$ cat src/rtl/mips_pkg.sv
`default_nettype none
// ============================================================================
// Module      : mips_pkg
// Description : Shared definitions for the 5-stage MIPS subset core: opcode
//               and funct codes, ALU control codes, control-word and
//               pipeline-register structs, and the ID-stage control decoder.
// Revision    : 1.0 - initial release
// ============================================================================
package mips_pkg;

    // Primary opcodes (instr[31:26])
    localparam logic [5:0] OP_RTYPE = 6'h00;
    localparam logic [5:0] OP_J     = 6'h02;
    localparam logic [5:0] OP_BEQ   = 6'h04;
    localparam logic [5:0] OP_ADDI  = 6'h08;
    localparam logic [5:0] OP_LW    = 6'h23;
    localparam logic [5:0] OP_SW    = 6'h2B;

    // R-type funct codes (instr[5:0])
    localparam logic [5:0] FN_ADD = 6'h20;
    localparam logic [5:0] FN_SUB = 6'h22;
    localparam logic [5:0] FN_AND = 6'h24;
    localparam logic [5:0] FN_OR  = 6'h25;
    localparam logic [5:0] FN_NOR = 6'h27;
    localparam logic [5:0] FN_SLT = 6'h2A;

    // ALU control codes
    localparam logic [3:0] ALU_AND = 4'b0000;
    localparam logic [3:0] ALU_OR  = 4'b0001;
    localparam logic [3:0] ALU_ADD = 4'b0010;
    localparam logic [3:0] ALU_SUB = 4'b0110;
    localparam logic [3:0] ALU_SLT = 4'b0111;
    localparam logic [3:0] ALU_NOR = 4'b1100;

    typedef struct packed {
        logic       wr_reg;
        logic       mem_to_reg;
        logic       reg_dst;
        logic       alu_src;
        logic [3:0] alu_op;
        logic       branch;
        logic       jump;
        logic       mem_write;
    } ctrl_t;

    typedef struct packed {
        logic [31:0] instr;
        logic [31:0] pc;        // PC+4 of this instruction
    } ifid_t;

    typedef struct packed {
        logic [31:0] instr;
        logic [31:0] pc;
        logic [31:0] rd1;
        logic [31:0] rd2;
        ctrl_t       ctrl;
    } idex_t;

    typedef struct packed {
        logic [31:0] instr;
        logic [31:0] pc;
        logic [31:0] alu_out;
        logic [31:0] rd2;
        logic [3:0]  wr;
        logic        wr_reg;
        logic        mem_to_reg;
        logic        reg_dst;
    } exmem_t;

    typedef struct packed {
        logic [31:0] instr;
        logic [31:0] alu_out;
        logic [31:0] dout;
        logic        wr_reg;
        logic        mem_to_reg;
        logic        reg_dst;
    } memwb_t;

    // Anything not recognised (including R-type with an unknown funct, and
    // therefore the all-zero word) decodes to an all-zero control word, i.e.
    // a nop that writes nothing and never redirects.
    function automatic ctrl_t decode_ctrl(input logic [31:0] instr);
        ctrl_t c;
        c = '0;
        case (instr[31:26])
            OP_RTYPE: begin
                c.wr_reg  = 1'b1;
                c.reg_dst = 1'b1;
                case (instr[5:0])
                    FN_ADD:  c.alu_op = ALU_ADD;
                    FN_SUB:  c.alu_op = ALU_SUB;
                    FN_AND:  c.alu_op = ALU_AND;
                    FN_OR:   c.alu_op = ALU_OR;
                    FN_NOR:  c.alu_op = ALU_NOR;
                    FN_SLT:  c.alu_op = ALU_SLT;
                    default: c = '0;
                endcase
            end
            OP_ADDI: begin
                c.wr_reg  = 1'b1;
                c.alu_src = 1'b1;
                c.alu_op  = ALU_ADD;
            end
            OP_LW: begin
                c.wr_reg     = 1'b1;
                c.mem_to_reg = 1'b1;
                c.alu_src    = 1'b1;
                c.alu_op     = ALU_ADD;
            end
            OP_SW: begin
                c.mem_write = 1'b1;
                c.alu_src   = 1'b1;
                c.alu_op    = ALU_ADD;
            end
            OP_BEQ: begin
                c.branch = 1'b1;
                c.alu_op = ALU_SUB;
            end
            OP_J: begin
                c.jump = 1'b1;
            end
            default: c = '0;
        endcase
        return c;
    endfunction

endpackage
`default_nettype wire

$ cat src/rtl/mips_alu.sv
`default_nettype none
// ============================================================================
// Module      : mips_alu
// Description : 32-bit ALU for the MIPS subset core (and/or/add/sub/slt/nor).
//               Arithmetic wraps modulo 2^32; slt compares signed.
// Ports       : i_alu_op [3:0]  ALU control code
//               i_a, i_b [31:0] operands
//               o_result [31:0] result
//               o_zero          result == 0
// Revision    : 1.0 - initial release
// ============================================================================
module mips_alu
    import mips_pkg::*;
(
    input  logic [3:0]  i_alu_op,
    input  logic [31:0] i_a,
    input  logic [31:0] i_b,
    output logic [31:0] o_result,
    output logic        o_zero
);

    logic [31:0] w_result;

    always_comb begin
        w_result = 32'd0;
        case (i_alu_op)
            ALU_AND: w_result = i_a & i_b;
            ALU_OR:  w_result = i_a | i_b;
            ALU_ADD: w_result = i_a + i_b;
            ALU_SUB: w_result = i_a - i_b;
            ALU_SLT: w_result = {31'd0, ($signed(i_a) < $signed(i_b))};
            ALU_NOR: w_result = ~(i_a | i_b);
            default: w_result = 32'd0;
        endcase
    end

    assign o_result = w_result;
    assign o_zero   = (w_result == 32'd0);

endmodule
`default_nettype wire

$ cat src/rtl/mips_pipeline_core.sv
`default_nettype none
// ============================================================================
// Module      : mips_pipeline_core
// Description : 5-stage (IF/ID/EX/MEM/WB) 32-bit MIPS subset core with an
//               internal instruction ROM and data RAM. No forwarding and no
//               load-use interlock; branches/jumps resolve in EX with a
//               two-slot flush.
// Ports       : clk, nrst (async, active-low) are the only inputs.
//               All other ports are observation outputs: instruction, PC+4,
//               register-file, ALU, memory and control values per stage,
//               plus data RAM words 1..3.
// Parameters  : IMEM_WORDS  ROM depth in words (indexed by pc[7:2])
//               DMEM_WORDS  RAM depth in words (indexed by 6-bit daddr)
//               IMEM_DATA   ROM image, word n at bits [32n+31:32n]
// Revision    : 1.0 - initial release
// ============================================================================
module mips_pipeline_core
    import mips_pkg::*;
#(
    parameter int                      IMEM_WORDS = 64,
    parameter int                      DMEM_WORDS = 64,
    parameter logic [IMEM_WORDS*32-1:0] IMEM_DATA = '0
)
(
    input  logic        clk,
    input  logic        nrst,
    output logic [31:0] instr,
    output logic [31:0] IFID_instr,
    output logic [31:0] IDEX_instr,
    output logic [31:0] EXMEM_instr,
    output logic [31:0] MEMWB_instr,
    output logic [5:0]  daddr,
    output logic [31:0] dout,
    output logic [31:0] MEMWB_dout,
    output logic [3:0]  wr,
    output logic [3:0]  EXMEM_wr,
    output logic [31:0] pc,
    output logic [31:0] IFID_pc,
    output logic [31:0] IDEX_pc,
    output logic [31:0] EXMEM_pc,
    output logic [31:0] reg_din,
    output logic [4:0]  reg_raddr1,
    output logic [31:0] reg_dout1,
    output logic [31:0] IDEX_reg_dout1,
    output logic [4:0]  reg_raddr2,
    output logic [31:0] reg_dout2,
    output logic [31:0] IDEX_reg_dout2,
    output logic [31:0] EXMEM_reg_dout2,
    output logic        wr_reg,
    output logic        EXMEM_wr_reg,
    output logic        MEMWB_wr_reg,
    output logic [4:0]  reg_wr_addr,
    output logic [31:0] ALUOut,
    output logic [31:0] EXMEM_ALUOut,
    output logic [31:0] MEMWB_ALUOut,
    output logic [3:0]  ALUOp,
    output logic        ALUSrc,
    output logic [31:0] ALUIn2,
    output logic        MemToReg,
    output logic        EXMEM_MemToReg,
    output logic        MEMWB_MemToReg,
    output logic        RegDst,
    output logic        EXMEM_RegDst,
    output logic        MEMWB_RegDst,
    output logic        PCSrc,
    output logic [31:0] ram1,
    output logic [31:0] ram2,
    output logic [31:0] ram3,
    output logic        Zero,
    output logic        Branch,
    output logic        Jump
);

    // ------------------------------------------------------------------
    // State
    // ------------------------------------------------------------------
    logic [31:0] r_pc;
    ifid_t       r_ifid;
    idex_t       r_idex;
    exmem_t      r_exmem;
    memwb_t      r_memwb;
    logic [31:0] r_regs [32];
    logic [31:0] r_dmem [DMEM_WORDS];

    // ------------------------------------------------------------------
    // IF
    // ------------------------------------------------------------------
    logic [31:0] w_instr;
    logic [31:0] w_pc_plus4;

    assign w_instr    = IMEM_DATA[{r_pc[7:2], 5'b00000} +: 32];
    assign w_pc_plus4 = r_pc + 32'd4;

    // ------------------------------------------------------------------
    // WB (needed by ID for write-through)
    // ------------------------------------------------------------------
    logic [4:0]  w_wb_addr;
    logic [31:0] w_wb_data;
    logic        w_wb_en;

    assign w_wb_addr = r_memwb.reg_dst ? r_memwb.instr[15:11] : r_memwb.instr[20:16];
    assign w_wb_data = r_memwb.mem_to_reg ? r_memwb.dout : r_memwb.alu_out;
    assign w_wb_en   = r_memwb.wr_reg && (w_wb_addr != 5'd0);

    // ------------------------------------------------------------------
    // ID
    // ------------------------------------------------------------------
    ctrl_t       w_ctrl;
    logic [4:0]  w_raddr1;
    logic [4:0]  w_raddr2;
    logic [31:0] w_rdata1;
    logic [31:0] w_rdata2;

    assign w_ctrl   = decode_ctrl(r_ifid.instr);
    assign w_raddr1 = r_ifid.instr[25:21];
    assign w_raddr2 = r_ifid.instr[20:16];

    // A write-back to the register being read is bypassed so the consumer
    // sees the new value in the same cycle; this is what lets two
    // independent instructions be enough separation between producer and
    // consumer.
    always_comb begin
        w_rdata1 = r_regs[w_raddr1];
        if (w_raddr1 == 5'd0) begin
            w_rdata1 = 32'd0;
        end else if (w_wb_en && (w_wb_addr == w_raddr1)) begin
            w_rdata1 = w_wb_data;
        end
    end

    always_comb begin
        w_rdata2 = r_regs[w_raddr2];
        if (w_raddr2 == 5'd0) begin
            w_rdata2 = 32'd0;
        end else if (w_wb_en && (w_wb_addr == w_raddr2)) begin
            w_rdata2 = w_wb_data;
        end
    end

    // ------------------------------------------------------------------
    // EX
    // ------------------------------------------------------------------
    logic [31:0] w_simm;
    logic [31:0] w_alu_in2;
    logic [31:0] w_alu_out;
    logic        w_zero;
    logic [3:0]  w_wr_be;
    logic [31:0] w_br_target;
    logic [31:0] w_j_target;
    logic        w_pcsrc;
    logic [31:0] w_next_pc;

    assign w_simm    = {{16{r_idex.instr[15]}}, r_idex.instr[15:0]};
    assign w_alu_in2 = r_idex.ctrl.alu_src ? w_simm : r_idex.rd2;

    mips_alu u_alu (
        .i_alu_op (r_idex.ctrl.alu_op),
        .i_a      (r_idex.rd1),
        .i_b      (w_alu_in2),
        .o_result (w_alu_out),
        .o_zero   (w_zero)
    );

    assign w_wr_be     = r_idex.ctrl.mem_write ? 4'b1111 : 4'b0000;
    assign w_br_target = r_idex.pc + {w_simm[29:0], 2'b00};
    assign w_j_target  = {r_idex.pc[31:28], r_idex.instr[25:0], 2'b00};
    assign w_pcsrc     = r_idex.ctrl.jump | (r_idex.ctrl.branch & w_zero);

    always_comb begin
        w_next_pc = w_pc_plus4;
        if (w_pcsrc) begin
            w_next_pc = r_idex.ctrl.jump ? w_j_target : w_br_target;
        end
    end

    // ------------------------------------------------------------------
    // MEM
    // ------------------------------------------------------------------
    logic [5:0]  w_daddr;
    logic [31:0] w_dout;

    // Only bits [7:2] address the RAM: larger addresses wrap and the byte
    // offset is dropped.
    assign w_daddr = r_exmem.alu_out[7:2];
    assign w_dout  = r_dmem[w_daddr];

    // ------------------------------------------------------------------
    // Pipeline registers
    // ------------------------------------------------------------------
    always_ff @(posedge clk or negedge nrst) begin
        if (!nrst) begin
            r_pc    <= 32'd0;
            r_ifid  <= '0;
            r_idex  <= '0;
            r_exmem <= '0;
            r_memwb <= '0;
        end else begin
            r_pc <= w_next_pc;

            // A taken redirect in EX squashes the two younger instructions
            // currently in IF and ID.
            if (w_pcsrc) begin
                r_ifid <= '0;
                r_idex <= '0;
            end else begin
                r_ifid.instr <= w_instr;
                r_ifid.pc    <= w_pc_plus4;
                r_idex.instr <= r_ifid.instr;
                r_idex.pc    <= r_ifid.pc;
                r_idex.rd1   <= w_rdata1;
                r_idex.rd2   <= w_rdata2;
                r_idex.ctrl  <= w_ctrl;
            end

            r_exmem.instr      <= r_idex.instr;
            r_exmem.pc         <= r_idex.pc;
            r_exmem.alu_out    <= w_alu_out;
            r_exmem.rd2        <= r_idex.rd2;
            r_exmem.wr         <= w_wr_be;
            r_exmem.wr_reg     <= r_idex.ctrl.wr_reg;
            r_exmem.mem_to_reg <= r_idex.ctrl.mem_to_reg;
            r_exmem.reg_dst    <= r_idex.ctrl.reg_dst;

            r_memwb.instr      <= r_exmem.instr;
            r_memwb.alu_out    <= r_exmem.alu_out;
            r_memwb.dout       <= w_dout;
            r_memwb.wr_reg     <= r_exmem.wr_reg;
            r_memwb.mem_to_reg <= r_exmem.mem_to_reg;
            r_memwb.reg_dst    <= r_exmem.reg_dst;
        end
    end

    // ------------------------------------------------------------------
    // Register file
    // ------------------------------------------------------------------
    always_ff @(posedge clk or negedge nrst) begin
        if (!nrst) begin
            for (int k = 0; k < 32; k++) begin
                r_regs[k] <= 32'd0;
            end
        end else if (w_wb_en) begin
            r_regs[w_wb_addr] <= w_wb_data;
        end
    end

    // ------------------------------------------------------------------
    // Data RAM (byte-enabled write at the end of MEM)
    // ------------------------------------------------------------------
    always_ff @(posedge clk or negedge nrst) begin
        if (!nrst) begin
            for (int k = 0; k < DMEM_WORDS; k++) begin
                r_dmem[k] <= 32'd0;
            end
        end else begin
            for (int b = 0; b < 4; b++) begin
                if (r_exmem.wr[b]) begin
                    r_dmem[w_daddr][8*b +: 8] <= r_exmem.rd2[8*b +: 8];
                end
            end
        end
    end

    // ------------------------------------------------------------------
    // Observation outputs
    // ------------------------------------------------------------------
    assign instr           = w_instr;
    assign IFID_instr      = r_ifid.instr;
    assign IDEX_instr      = r_idex.instr;
    assign EXMEM_instr     = r_exmem.instr;
    assign MEMWB_instr     = r_memwb.instr;
    assign daddr           = w_daddr;
    assign dout            = w_dout;
    assign MEMWB_dout      = r_memwb.dout;
    assign wr              = w_wr_be;
    assign EXMEM_wr        = r_exmem.wr;
    assign pc              = r_pc;
    assign IFID_pc         = r_ifid.pc;
    assign IDEX_pc         = r_idex.pc;
    assign EXMEM_pc        = r_exmem.pc;
    assign reg_din         = w_wb_data;
    assign reg_raddr1      = w_raddr1;
    assign reg_dout1       = w_rdata1;
    assign IDEX_reg_dout1  = r_idex.rd1;
    assign reg_raddr2      = w_raddr2;
    assign reg_dout2       = w_rdata2;
    assign IDEX_reg_dout2  = r_idex.rd2;
    assign EXMEM_reg_dout2 = r_exmem.rd2;
    assign wr_reg          = r_idex.ctrl.wr_reg;
    assign EXMEM_wr_reg    = r_exmem.wr_reg;
    assign MEMWB_wr_reg    = r_memwb.wr_reg;
    assign reg_wr_addr     = w_wb_addr;
    assign ALUOut          = w_alu_out;
    assign EXMEM_ALUOut    = r_exmem.alu_out;
    assign MEMWB_ALUOut    = r_memwb.alu_out;
    assign ALUOp           = r_idex.ctrl.alu_op;
    assign ALUSrc          = r_idex.ctrl.alu_src;
    assign ALUIn2          = w_alu_in2;
    assign MemToReg        = r_idex.ctrl.mem_to_reg;
    assign EXMEM_MemToReg  = r_exmem.mem_to_reg;
    assign MEMWB_MemToReg  = r_memwb.mem_to_reg;
    assign RegDst          = r_idex.ctrl.reg_dst;
    assign EXMEM_RegDst    = r_exmem.reg_dst;
    assign MEMWB_RegDst    = r_memwb.reg_dst;
    assign PCSrc           = w_pcsrc;
    assign ram1            = r_dmem[1];
    assign ram2            = r_dmem[2];
    assign ram3            = r_dmem[3];
    assign Zero            = w_zero;
    assign Branch          = r_idex.ctrl.branch;
    assign Jump            = r_idex.ctrl.jump;

endmodule
`default_nettype wire

$ cat config.mk
export PLATFORM = sky130hd
export DESIGN_NAME = mips_pipeline_core
export DESIGN_NICKNAME = d
export VERILOG_FILES = /design/src/rtl/mips_pkg.sv /design/src/rtl/mips_alu.sv /design/src/rtl/mips_pipeline_core.sv
export SDC_FILE = /design/constraint.sdc
export NUM_CORES = 1
export LEC_CHECK = 0
export ABC_AREA = 1
export BUFFER_PORTS_ARGS = -buffer_cell sky130_fd_sc_hd__buf_4
export CORE_AREA = 5 5 317 319
export DETAILED_ROUTE_END_ITERATION = 16
export DIE_AREA = 0 0 322 324
export GPL_TIMING_DRIVEN = 0
export MAX_ROUTING_LAYER = met4
export PLACE_DENSITY = 0.48
export RECOVER_POWER = 50
export SYNTH_ARGS = -nofsm -noshare
export SYNTH_HDL_FRONTEND = slang
export SYNTH_HIERARCHICAL = 1
export SYNTH_SLANG_ARGS = --single-unit
$ cat constraint.sdc
create_clock -name clk -period 2.6 [get_ports clk]
set_input_delay 0.26 -clock clk [delete_from_list [all_inputs] [get_ports clk]]
set_output_delay 0.26 -clock clk [all_outputs]
set_load 0.01 [all_outputs]
==> impl_metrics.prom, run 1 <==
# TYPE chip_impl_metric gauge
chip_impl_info{name="synth_commonest_cells",value="buf_4, nand2_1, inv_1, nor2_1, dfrtp_1"} 1
chip_impl_metric{name="p_total",unit="mW"} 8.49
chip_impl_metric{name="met3_wire_length",unit="mm"} 8.23
chip_impl_metric{name="layout_min_cycle_time",unit="ps"} 1810
chip_impl_metric{name="vdd_drop_max",unit="mV"} 0.442
chip_impl_info{name="worst_setup_path_start_kind",value="input pin"} 1
chip_impl_info{name="worst_path_dominant_cell_family",value="buffers and inverters"} 1
chip_impl_metric{name="skew",unit="ps"} 29.6
chip_impl_metric{name="first_global_vias",unit=""} 12794
chip_impl_metric{name="synth.yosys.seq_area_share",unit=""} 0.237
chip_impl_metric{name="yosys.cell_types.count",unit=""} 41
chip_impl_metric{name="count_of_vias_placed_by_the_detailed_router",unit=""} 14661
chip_impl_metric{name="ant_nets",unit=""} 0
chip_impl_metric{name="timing.critical_path.fanout_max",unit=""} 106
chip_impl_metric{name="met2WireLength",unit="mm"} 32.1
chip_impl_metric{name="timing.final.setup_violations",unit=""} 0
chip_impl_metric{name="hold_viol_final",unit=""} 0
chip_impl_metric{name="die-height",unit="µm"} 324
chip_impl_info{name="synthMostInstantiatedCell",value="buf_4"} 1
chip_impl_metric{name="clock_sink_count",unit=""} 154
chip_impl_metric{name="detail_route.wl_per_cell",unit="µm"} 14.4
chip_impl_metric{name="synth-async-reset-ratio",unit=""} 1.00
chip_impl_metric{name="drcViolationCount",unit=""} 0
chip_impl_info{name="crit_path_top_delay_cell",value="clkbuf_2"} 1
chip_impl_metric{name="layout.nets",unit=""} 3438
chip_impl_metric{name="initial_core_util",unit=""} 0.167
chip_impl_metric{name="vias_per_cell",unit=""} 3.16
chip_impl_metric{name="internal_power",unit="mW"} 5.24
chip_impl_metric{name="gr-total-overflow",unit=""} 0
chip_impl_metric{name="synthesis.instances",unit=""} 2342
chip_impl_metric{name="rows",unit=""} 115
chip_impl_metric{name="global_route_wire_length_before_repair",unit="mm"} 89.8
chip_impl_info{name="tritoncts",value="done"} 1
chip_impl_metric{name="number_of_flip_flops_and_latches_in_the_synthesized_netlist",unit=""} 154
chip_impl_metric{name="die_area",unit="µm²"} 104000
chip_impl_metric{name="antenna_found_initial",unit=""} 7
chip_impl_metric{name="firstDrtPassIters",unit=""} 6
chip_impl_info{name="dr.max_layer_used",value="met4"} 1
chip_impl_metric{name="track_usage",unit=""} 0.122
chip_impl_info{name="cts_root_buf",value="clkbuf_16"} 1
chip_impl_metric{name="port-buffer-count",unit=""} 223
chip_impl_metric{name="final_layout_size_suffix_gt1_frac",unit=""} 0.270
chip_impl_info{name="synth_top_flop_cell",value="dfrtp_1"} 1
chip_impl_metric{name="clock_path_buffers",unit=""} 2
chip_impl_metric{name="growth_of_design_area_from_synthesis_to_finish",unit="%"} 40.2
chip_impl_metric{name="drv.max_cap_violation_count",unit=""} 0
chip_impl_metric{name="pwr-share-clk",unit=""} 0.335
chip_impl_metric{name="fp.coreArea",unit="µm²"} 97600
chip_impl_metric{name="synth_enable_flop_cells",unit=""} 0
chip_impl_metric{name="worst_max_slew_margin_expressed_relative_to_the_limit",unit=""} 0.103
chip_impl_metric{name="combinationalPowerShare",unit=""} 0.365
chip_impl_metric{name="critical-path-max-stage-delay",unit="ps"} 970
chip_impl_metric{name="ys.warnings.count",unit=""} 6
chip_impl_metric{name="placer_s_final_routability_congestion_estimate",unit=""} 0.924
chip_impl_info{name="crit_path_end_kind",value="async pin"} 1
chip_impl_metric{name="area_of_the_mapped_netlist",unit="µm²"} 16300
chip_impl_info{name="post-synth-top-area-cell",value="buf_4"} 1
chip_impl_info{name="hold_start",value="EXMEM_ALUOut[19]"} 1
chip_impl_metric{name="fin_tns_setup",unit="ps"} 0
chip_impl_metric{name="cts-hold-fix-buffers",unit=""} 1
chip_impl_metric{name="fin_crit_sh",unit=""} 0.696
chip_impl_metric{name="required",unit="ps"} 3170
chip_impl_info{name="critical_path.startpoint",value="nrst"} 1
chip_impl_metric{name="postCtsSetupBuffers",unit=""} 0
chip_impl_metric{name="static-leakage-power",unit="nW"} 13.9
chip_impl_metric{name="switching_share",unit=""} 0.383
chip_impl_metric{name="synth_top_cell_area_share",unit=""} 0.296
chip_impl_info{name="hold_path_class",value="flop to flop"} 1
chip_impl_info{name="run_status",value="finished clean"} 1
chip_impl_metric{name="die-width",unit="µm"} 322
chip_impl_metric{name="insertion_delay",unit="ps"} 490
chip_impl_metric{name="syn_area_per_cell",unit="µm²"} 6.95
chip_impl_metric{name="maxClockFrequency",unit="GHz"} 0.553
chip_impl_metric{name="postRouteWirelength",unit="mm"} 66.9
chip_impl_info{name="timing.rr.start",value="IFID_pc[8]"} 1
chip_impl_metric{name="num_io_pins",unit=""} 817
chip_impl_metric{name="critPathBufInv",unit=""} 3
chip_impl_metric{name="netSwitchingPower",unit="mW"} 3.25
chip_impl_metric{name="worstMarginPinSlew",unit="ps"} 1350
chip_impl_metric{name="drt-initial-drc-count",unit=""} 899
chip_impl_metric{name="seq_power_share",unit=""} 0.300
chip_impl_metric{name="htree_levels",unit=""} 4
chip_impl_metric{name="worstPathArrival",unit="ps"} 2380
chip_impl_metric{name="clkSlewWorstSetupHoldPaths",unit="ps"} 100
chip_impl_metric{name="power_per_cell_area",unit="nW/µm²"} 372
chip_impl_metric{name="number_of_pins_exceeding_their_max_slew_limit_in_the_final_report",unit=""} 0
chip_impl_info{name="timing.critical_path.cells",value="dlygate4sd3_1, clkbuf_2, buf_16"} 1
chip_impl_info{name="synth.top_cells.by_area",value="buf_4, dfrtp_1, nand2_1"} 1
chip_impl_metric{name="post_cts_resized",unit=""} 0
chip_impl_info{name="rsz0062_at_grt",value="false"} 1
chip_impl_metric{name="grt_start_max_net_pins",unit=""} 107
chip_impl_metric{name="numCtsBuffers",unit=""} 17
chip_impl_info{name="worst-setup-path-type",value="input pin to async pin"} 1
chip_impl_metric{name="wl_met1",unit="mm"} 25.5
chip_impl_metric{name="hpwl",unit="mm"} 58.6
-- layer usage --
metal,GRT usage,vias to the layer above
li1,-,7755
met1,0.140,6319
met2,0.198,543
met3,0.0527,44
met4,0.0308,0
met5,-,-
-- layout by cell type (no fill, tap or decap), types with 11 or more instances in the layout --
cell type / synthesis / routed
nor2_1: 197 / 198
nand4_1: 16 / 16
clkbuf_1: 4 / 67
dfrtp_1: 154 / 154
a221oi_1: 24 / 24
nand3_1: 129 / 129
ha_1: 103 / 103
conb_1: 1 / 746
inv_1: 334 / 334
buf_2: 13 / 13
nand2_1: 534 / 534
buf_4: 641 / 800
o21ai_0: 22 / 22
clkbuf_16: 0 / 17
xor2_1: 11 / 11
a21oi_1: 50 / 50
nor2_2: 15 / 14
nor3_1: 11 / 11
-- stage by stage --
stage,setup slack [ps],std cells,hold slack (ps),utilization,cell area (µm²)
after floorplan,1240,3087,-35.6,-,19100
after global placement,249,4597,359,0.229,22400
after detailed placement,874,4598,199,0.230,22400
after CTS,759,4631,249,0.236,23100
after global routing,442,4635,375,0.234,22800
final,790,4639,357,0.234,22800
-- kinds of logic (layout without fill, tap and decap cells) --
logic type,after synthesis,count (layout),share of synthesized area
fa+ha+maj,105,105,0.0816
other cells,1,754,0.000230
simple gates,949,949,0.248
compound gates,114,114,0.0434
xor+xnor,15,15,0.00807
flops,154,154,0.237
buf+inv,1004,1261,0.382
-- power groups by stage --
| stage | Sequential (mW) | Clock [mW] | Combinational, mW |
|---|---|---|---|
| after floorplan | 2.60 | 0 | 2.15 |
| after global placement | 2.60 | 0 | 2.59 |
| after detailed placement | 2.60 | 0 | 2.59 |
| after CTS | 2.55 | 3.00 | 2.59 |
| after global routing | 2.56 | 3.08 | 3.45 |
| final | 2.55 | 2.85 | 3.10 |
-- flip-flops by register name (all words and copies together) (netlist names) --
signal and count:
EXMEM_ALUOut 32, EXMEM_pc 30, MEMWB_ALUOut 32, IDEX_pc 30, pc 1, IFID_pc 29
-- cell type report --
class / count / area (µm²)
Clock inverter: 15 / 229
Timing Repair Buffer: 225 / 1470
Fill cell: 11154 / 74700
Inverter: 338 / 1270
Clock buffer: 17 / 425
Buffer: 666 / 4950
Sequential cell: 154 / 3850
Multi-Input combinational cell: 1929 / 9000
Antenna cell: 8 / 20.0
Tap cell: 1287 / 1610
-- worst paths after layout --
kind | end | slack [ps] | cells after the start
hold reg to reg | MEMWB_ALUOut[19] | 360 | 0
setup / recovery | EXMEM_ALUOut[2] | 790 | 3
setup reg to reg | IFID_pc[21] | 860 | 7
max in group clk | IFID_pc[21] | 860 | 7
min in group asynchronous | EXMEM_pc[14] | 620 | 2
hold / removal | MEMWB_ALUOut[19] | 360 | 0
Power figures use the tool's default switching activity.
==> run 2: changes to the inputs <==
--- a/config.mk
+++ b/config.mk
@@ -5,11 +5,11 @@
 export SDC_FILE = /design/constraint.sdc
 export NUM_CORES = 1
 export LEC_CHECK = 0
-export ABC_AREA = 1
+export ABC_AREA = 0
 export BUFFER_PORTS_ARGS = -buffer_cell sky130_fd_sc_hd__buf_4
-export CORE_AREA = 5 5 317 319
+export CORE_AREA = 5 5 318 320
 export DETAILED_ROUTE_END_ITERATION = 16
-export DIE_AREA = 0 0 322 324
+export DIE_AREA = 0 0 323 325
 export GPL_TIMING_DRIVEN = 0
 export MAX_ROUTING_LAYER = met4
 export PLACE_DENSITY = 0.48
==> constraint.sdc (replaced) <==
create_clock -name clk -period 1.6 [get_ports clk]
set_input_delay 0.16 -clock clk [delete_from_list [all_inputs] [get_ports clk]]
set_output_delay 0.16 -clock clk [all_outputs]
set_load 0.01 [all_outputs]
==> run 2 against run 1 <==
  * Cell count decreased by 12%
  * Total power is 67% higher
  * Area after synthesis down 6.2%
  * Sequential share of layout area increased by 0.69 points
  * Global-route usage down 0.49 points
  * Die area increased by 0.62%
  * Clock power increased by 50%
  * Register-to-register slack got worse by 760 ps
  * Critical path type is now flop to output port
  * Critical endpoint is now reg_din[17]
  * Largest cell class unchanged
==> impl_metrics.prom, run 2 <==
# TYPE chip_impl_metric gauge
chip_impl_info{name="run_status",value="finished clean"} 1
chip_impl_metric{name="antenna_found_initial",unit=""} 4
chip_impl_metric{name="synth.yosys.seq_area_share",unit=""} 0.252
chip_impl_metric{name="numCtsBuffers",unit=""} 17
chip_impl_metric{name="area_taken_by_flip_flops_and_latches",unit="µm²"} 3870
chip_impl_metric{name="vias_per_cell",unit=""} 3.33
chip_impl_metric{name="finalNonFillerCells",unit=""} 4100
chip_impl_metric{name="postRouteWirelength",unit="mm"} 63.8
chip_impl_metric{name="maxClockFrequency",unit="GHz"} 0.652
chip_impl_metric{name="multi_input_area",unit="µm²"} 8850
chip_impl_metric{name="port-buffer-count",unit=""} 223
chip_impl_metric{name="htree_levels",unit=""} 4
chip_impl_info{name="critical_path.startpoint",value="MEMWB_ALUOut[17]"} 1
chip_impl_metric{name="hpwl",unit="mm"} 53.5
chip_impl_metric{name="static-leakage-power",unit="nW"} 11.8
chip_impl_metric{name="drv.max_cap_violation_count",unit=""} 0
chip_impl_info{name="synth_commonest_cells",value="buf_4, dfrtp_1, ha_1, inv_1, a21oi_1"} 1
chip_impl_metric{name="number_of_flip_flops_and_latches_in_the_synthesized_netlist",unit=""} 154
chip_impl_info{name="tritoncts",value="done"} 1
chip_impl_metric{name="die-height",unit="µm"} 325
chip_impl_info{name="synth_top_flop_cell",value="dfrtp_1"} 1
chip_impl_metric{name="number_of_pins_exceeding_their_max_slew_limit_in_the_final_report",unit=""} 0
chip_impl_info{name="r2r-end",value="pc[31]"} 1
chip_impl_metric{name="rows",unit=""} 115
chip_impl_metric{name="worstPathArrival",unit="ps"} 1370
chip_impl_metric{name="firstDrtPassIters",unit=""} 6
chip_impl_metric{name="grt_start_max_net_pins",unit=""} 97
chip_impl_metric{name="growth_of_design_area_from_synthesis_to_finish",unit="%"} 44.3
chip_impl_metric{name="postPlaceCellArea",unit="µm²"} 21400
chip_impl_metric{name="power_per_cell_area",unit="nW/µm²"} 644
chip_impl_metric{name="final_layout_size_suffix_gt1_frac",unit=""} 0.343
chip_impl_metric{name="fin_crit_sh",unit=""} 0.959
chip_impl_metric{name="rrSetupSlack",unit="ps"} 100
chip_impl_metric{name="count_of_vias_placed_by_the_detailed_router",unit=""} 13670
chip_impl_metric{name="drcViolationCount",unit=""} 0
chip_impl_metric{name="clock_sink_count",unit=""} 154
chip_impl_info{name="hold_path_class",value="input pin to async pin"} 1
chip_impl_info{name="post-synth-top-area-cell",value="buf_4"} 1
chip_impl_metric{name="worstMarginPinSlew",unit="ps"} 527
chip_impl_metric{name="initial_core_util",unit=""} 0.156
chip_impl_info{name="timing.critical_path.to",value="reg_din[17]"} 1
chip_impl_metric{name="die-width",unit="µm"} 323
chip_impl_metric{name="first_global_vias",unit=""} 12161
chip_impl_metric{name="depth_of_the_worst_register_to_register_path",unit=""} 5
chip_impl_metric{name="placer_s_final_routability_congestion_estimate",unit=""} 0.953
chip_impl_metric{name="hold_viol_final",unit=""} 0
chip_impl_info{name="worst_setup_path_start_kind",value="flop"} 1
chip_impl_metric{name="place.detailed.instances",unit=""} 4050
chip_impl_info{name="timing.critical_path.cells",value="buf_4, buf_4"} 1
chip_impl_metric{name="skew",unit="ps"} 13.4
chip_impl_metric{name="detail_route.wl_per_cell",unit="µm"} 15.6
chip_impl_info{name="crit_path_end_kind",value="output port"} 1
chip_impl_info{name="crit_path_top_delay_cell",value="dfrtp_1"} 1
chip_impl_metric{name="syn_area_per_cell",unit="µm²"} 8.55
chip_impl_metric{name="gr-total-overflow",unit=""} 0
chip_impl_metric{name="required",unit="ps"} 1440
chip_impl_metric{name="yosys.cell_types.count",unit=""} 105
chip_impl_metric{name="synth_enable_flop_cells",unit=""} 0
chip_impl_info{name="timing.rr.start",value="IFID_pc[9]"} 1
chip_impl_info{name="layout.cells.most_common",value="buf_4"} 1
chip_impl_metric{name="vdd_drop_max",unit="mV"} 0.739
chip_impl_info{name="rsz0062_at_grt",value="true"} 1
chip_impl_metric{name="fp.coreArea",unit="µm²"} 97800
chip_impl_metric{name="layout.nets",unit=""} 2899
chip_impl_metric{name="timing.final.setup_violations",unit=""} 0
chip_impl_metric{name="ys.warnings.count",unit=""} 6
chip_impl_metric{name="global_route_wire_length_before_repair",unit="mm"} 87.8
chip_impl_metric{name="clkSlewWorstSetupHoldPaths",unit="ps"} 80
chip_impl_metric{name="clock_path_buffers",unit=""} 2
chip_impl_metric{name="synth_top_cell_area_share",unit=""} 0.310
chip_impl_metric{name="num_io_pins",unit=""} 817
chip_impl_metric{name="layout_min_cycle_time",unit="ps"} 1530
chip_impl_info{name="worst-setup-path-type",value="flop to output port"} 1
chip_impl_metric{name="die_area",unit="µm²"} 105000
chip_impl_metric{name="timing.critical_path.fanout_max",unit=""} 2
chip_impl_metric{name="synth-async-reset-ratio",unit=""} 1.00
chip_impl_metric{name="area_of_the_mapped_netlist",unit="µm²"} 15300
chip_impl_metric{name="postLayoutCellArea",unit="µm²"} 22000
chip_impl_metric{name="critical-path-max-stage-delay",unit="ps"} 580
chip_impl_info{name="path_common_cell",value="buf_4"} 1
chip_impl_metric{name="insertion_delay",unit="ps"} 490
chip_impl_metric{name="track_usage",unit=""} 0.117
chip_impl_metric{name="worst_max_slew_margin_expressed_relative_to_the_limit",unit=""} 0.649
chip_impl_info{name="most_frequent_cells_in_the_layout",value="buf_4, conb_1, dfrtp_1"} 1
chip_impl_metric{name="ant_nets",unit=""} 0
chip_impl_info{name="cts_root_buf",value="clkbuf_16"} 1
chip_impl_info{name="synth.top_cells.by_area",value="buf_4, dfrtp_1, ha_1"} 1
chip_impl_metric{name="nFillCells",unit=""} 10952
chip_impl_metric{name="synthesis.instances",unit=""} 1786
chip_impl_metric{name="drt-initial-drc-count",unit=""} 1194
chip_impl_info{name="synthMostInstantiatedCell",value="buf_4"} 1
==> run 2: changes by cell type after synthesis, sizes merged, moves of 30 or more <==
cell | previous run | this run
nand2 | 545 | 61
inv | 337 | 98
nor2 | 221 | 76
nand3 | 138 | 31
a21oi | 52 | 92
o21ai | 24 | 58
a22oi | 0 | 30
==> run 2: metrics by stage <==
step	util	power (mW)	setup TNS, ps	hold WS, ps	setup slack, ps
4_1_cts	0.226	13.5	-9.54	172	-9.54
5_1_grt	0.225	15.1	-1.21	193	-1.21
2_1_floorplan	-	8.03	0	-136	106
3_3_place_gp	0.219	9.05	-89150	358	-585
6_report	0.225	14.2	0	174	66.3
3_5_place_dp	0.219	9.06	-4480	123	-342
==> run 2: power breakdown <==
group / switching [mW] / internal, mW / total, mW
Sequential: 0.208 / 4.11 / 4.32
Clock: 2.13 / 2.14 / 4.27
Combinational: 3.32 / 2.28 / 5.60
Total: 5.66 / 8.53 / 14.2
==> run 2: logic make-up (layout without fill, tap and decap cells) <==
family | after synthesis | count (layout) | synth area share
flops | 154 | 154 | 0.252
fa+ha+maj | 105 | 105 | 0.0870
mux | 5 | 5 | 0.00344
other cells | 1 | 762 | 0.000246
simple gates | 325 | 325 | 0.113
compound gates | 374 | 374 | 0.174
buf+inv | 794 | 1060 | 0.354
xor+xnor | 28 | 28 | 0.0161
==> run 2: worst max-delay path: cells and delay by family, from the launching register on <==
kind | cells | cell delay (ps)
buffers and inverters | 2 | 300
flip-flops | 1 | 580
==> run 2: worst min path at each step <==
stage,from,end,cells after the start
floorplan,nrst,EXMEM_ALUOut[0],0
global placement,EXMEM_ALUOut[29],MEMWB_ALUOut[29],0
detailed placement,nrst,EXMEM_pc[21],1
CTS,nrst,EXMEM_pc[21],2
global route,nrst,EXMEM_pc[21],2
finish,nrst,EXMEM_pc[21],2
==> run 2: layout make-up <==
class | instances | area share
well taps | 1287 | 0.0731
clock buffers | 18 | 0.0199
multi-input cells | 1591 | 0.402
repair buffers | 236 | 0.0765
plain buffers | 692 | 0.228
flip-flops and latches | 154 | 0.176
inverters | 100 | 0.0170
diodes | 8 | 0.000908
clock inverters | 14 | 0.00738
==> run 2: per-layer routing <==
layer,GRT usage,part of all wire,wire [µm],vias up
met1,0.125,0.37,23400,6092
met2,0.191,0.48,30600,703
met3,0.0572,0.13,8170,100
met4,0.0373,0.026,1650,0
met5,-,0,0,-
li1,-,-,-,6775
==> run 2: repair_timing <==
| item | 4_1_cts | 5_1_grt |
|---|---|---|
| gates resized for setup | 17 | 9 |
| endpoints found under the setup margin | 20 | 13 |
| pin swaps | 0 | 3 |
| buffers inserted | 7 | 4 |
| hold endpoints to repair | 58 | 0 |
| hold buffers | 1 | 0 |
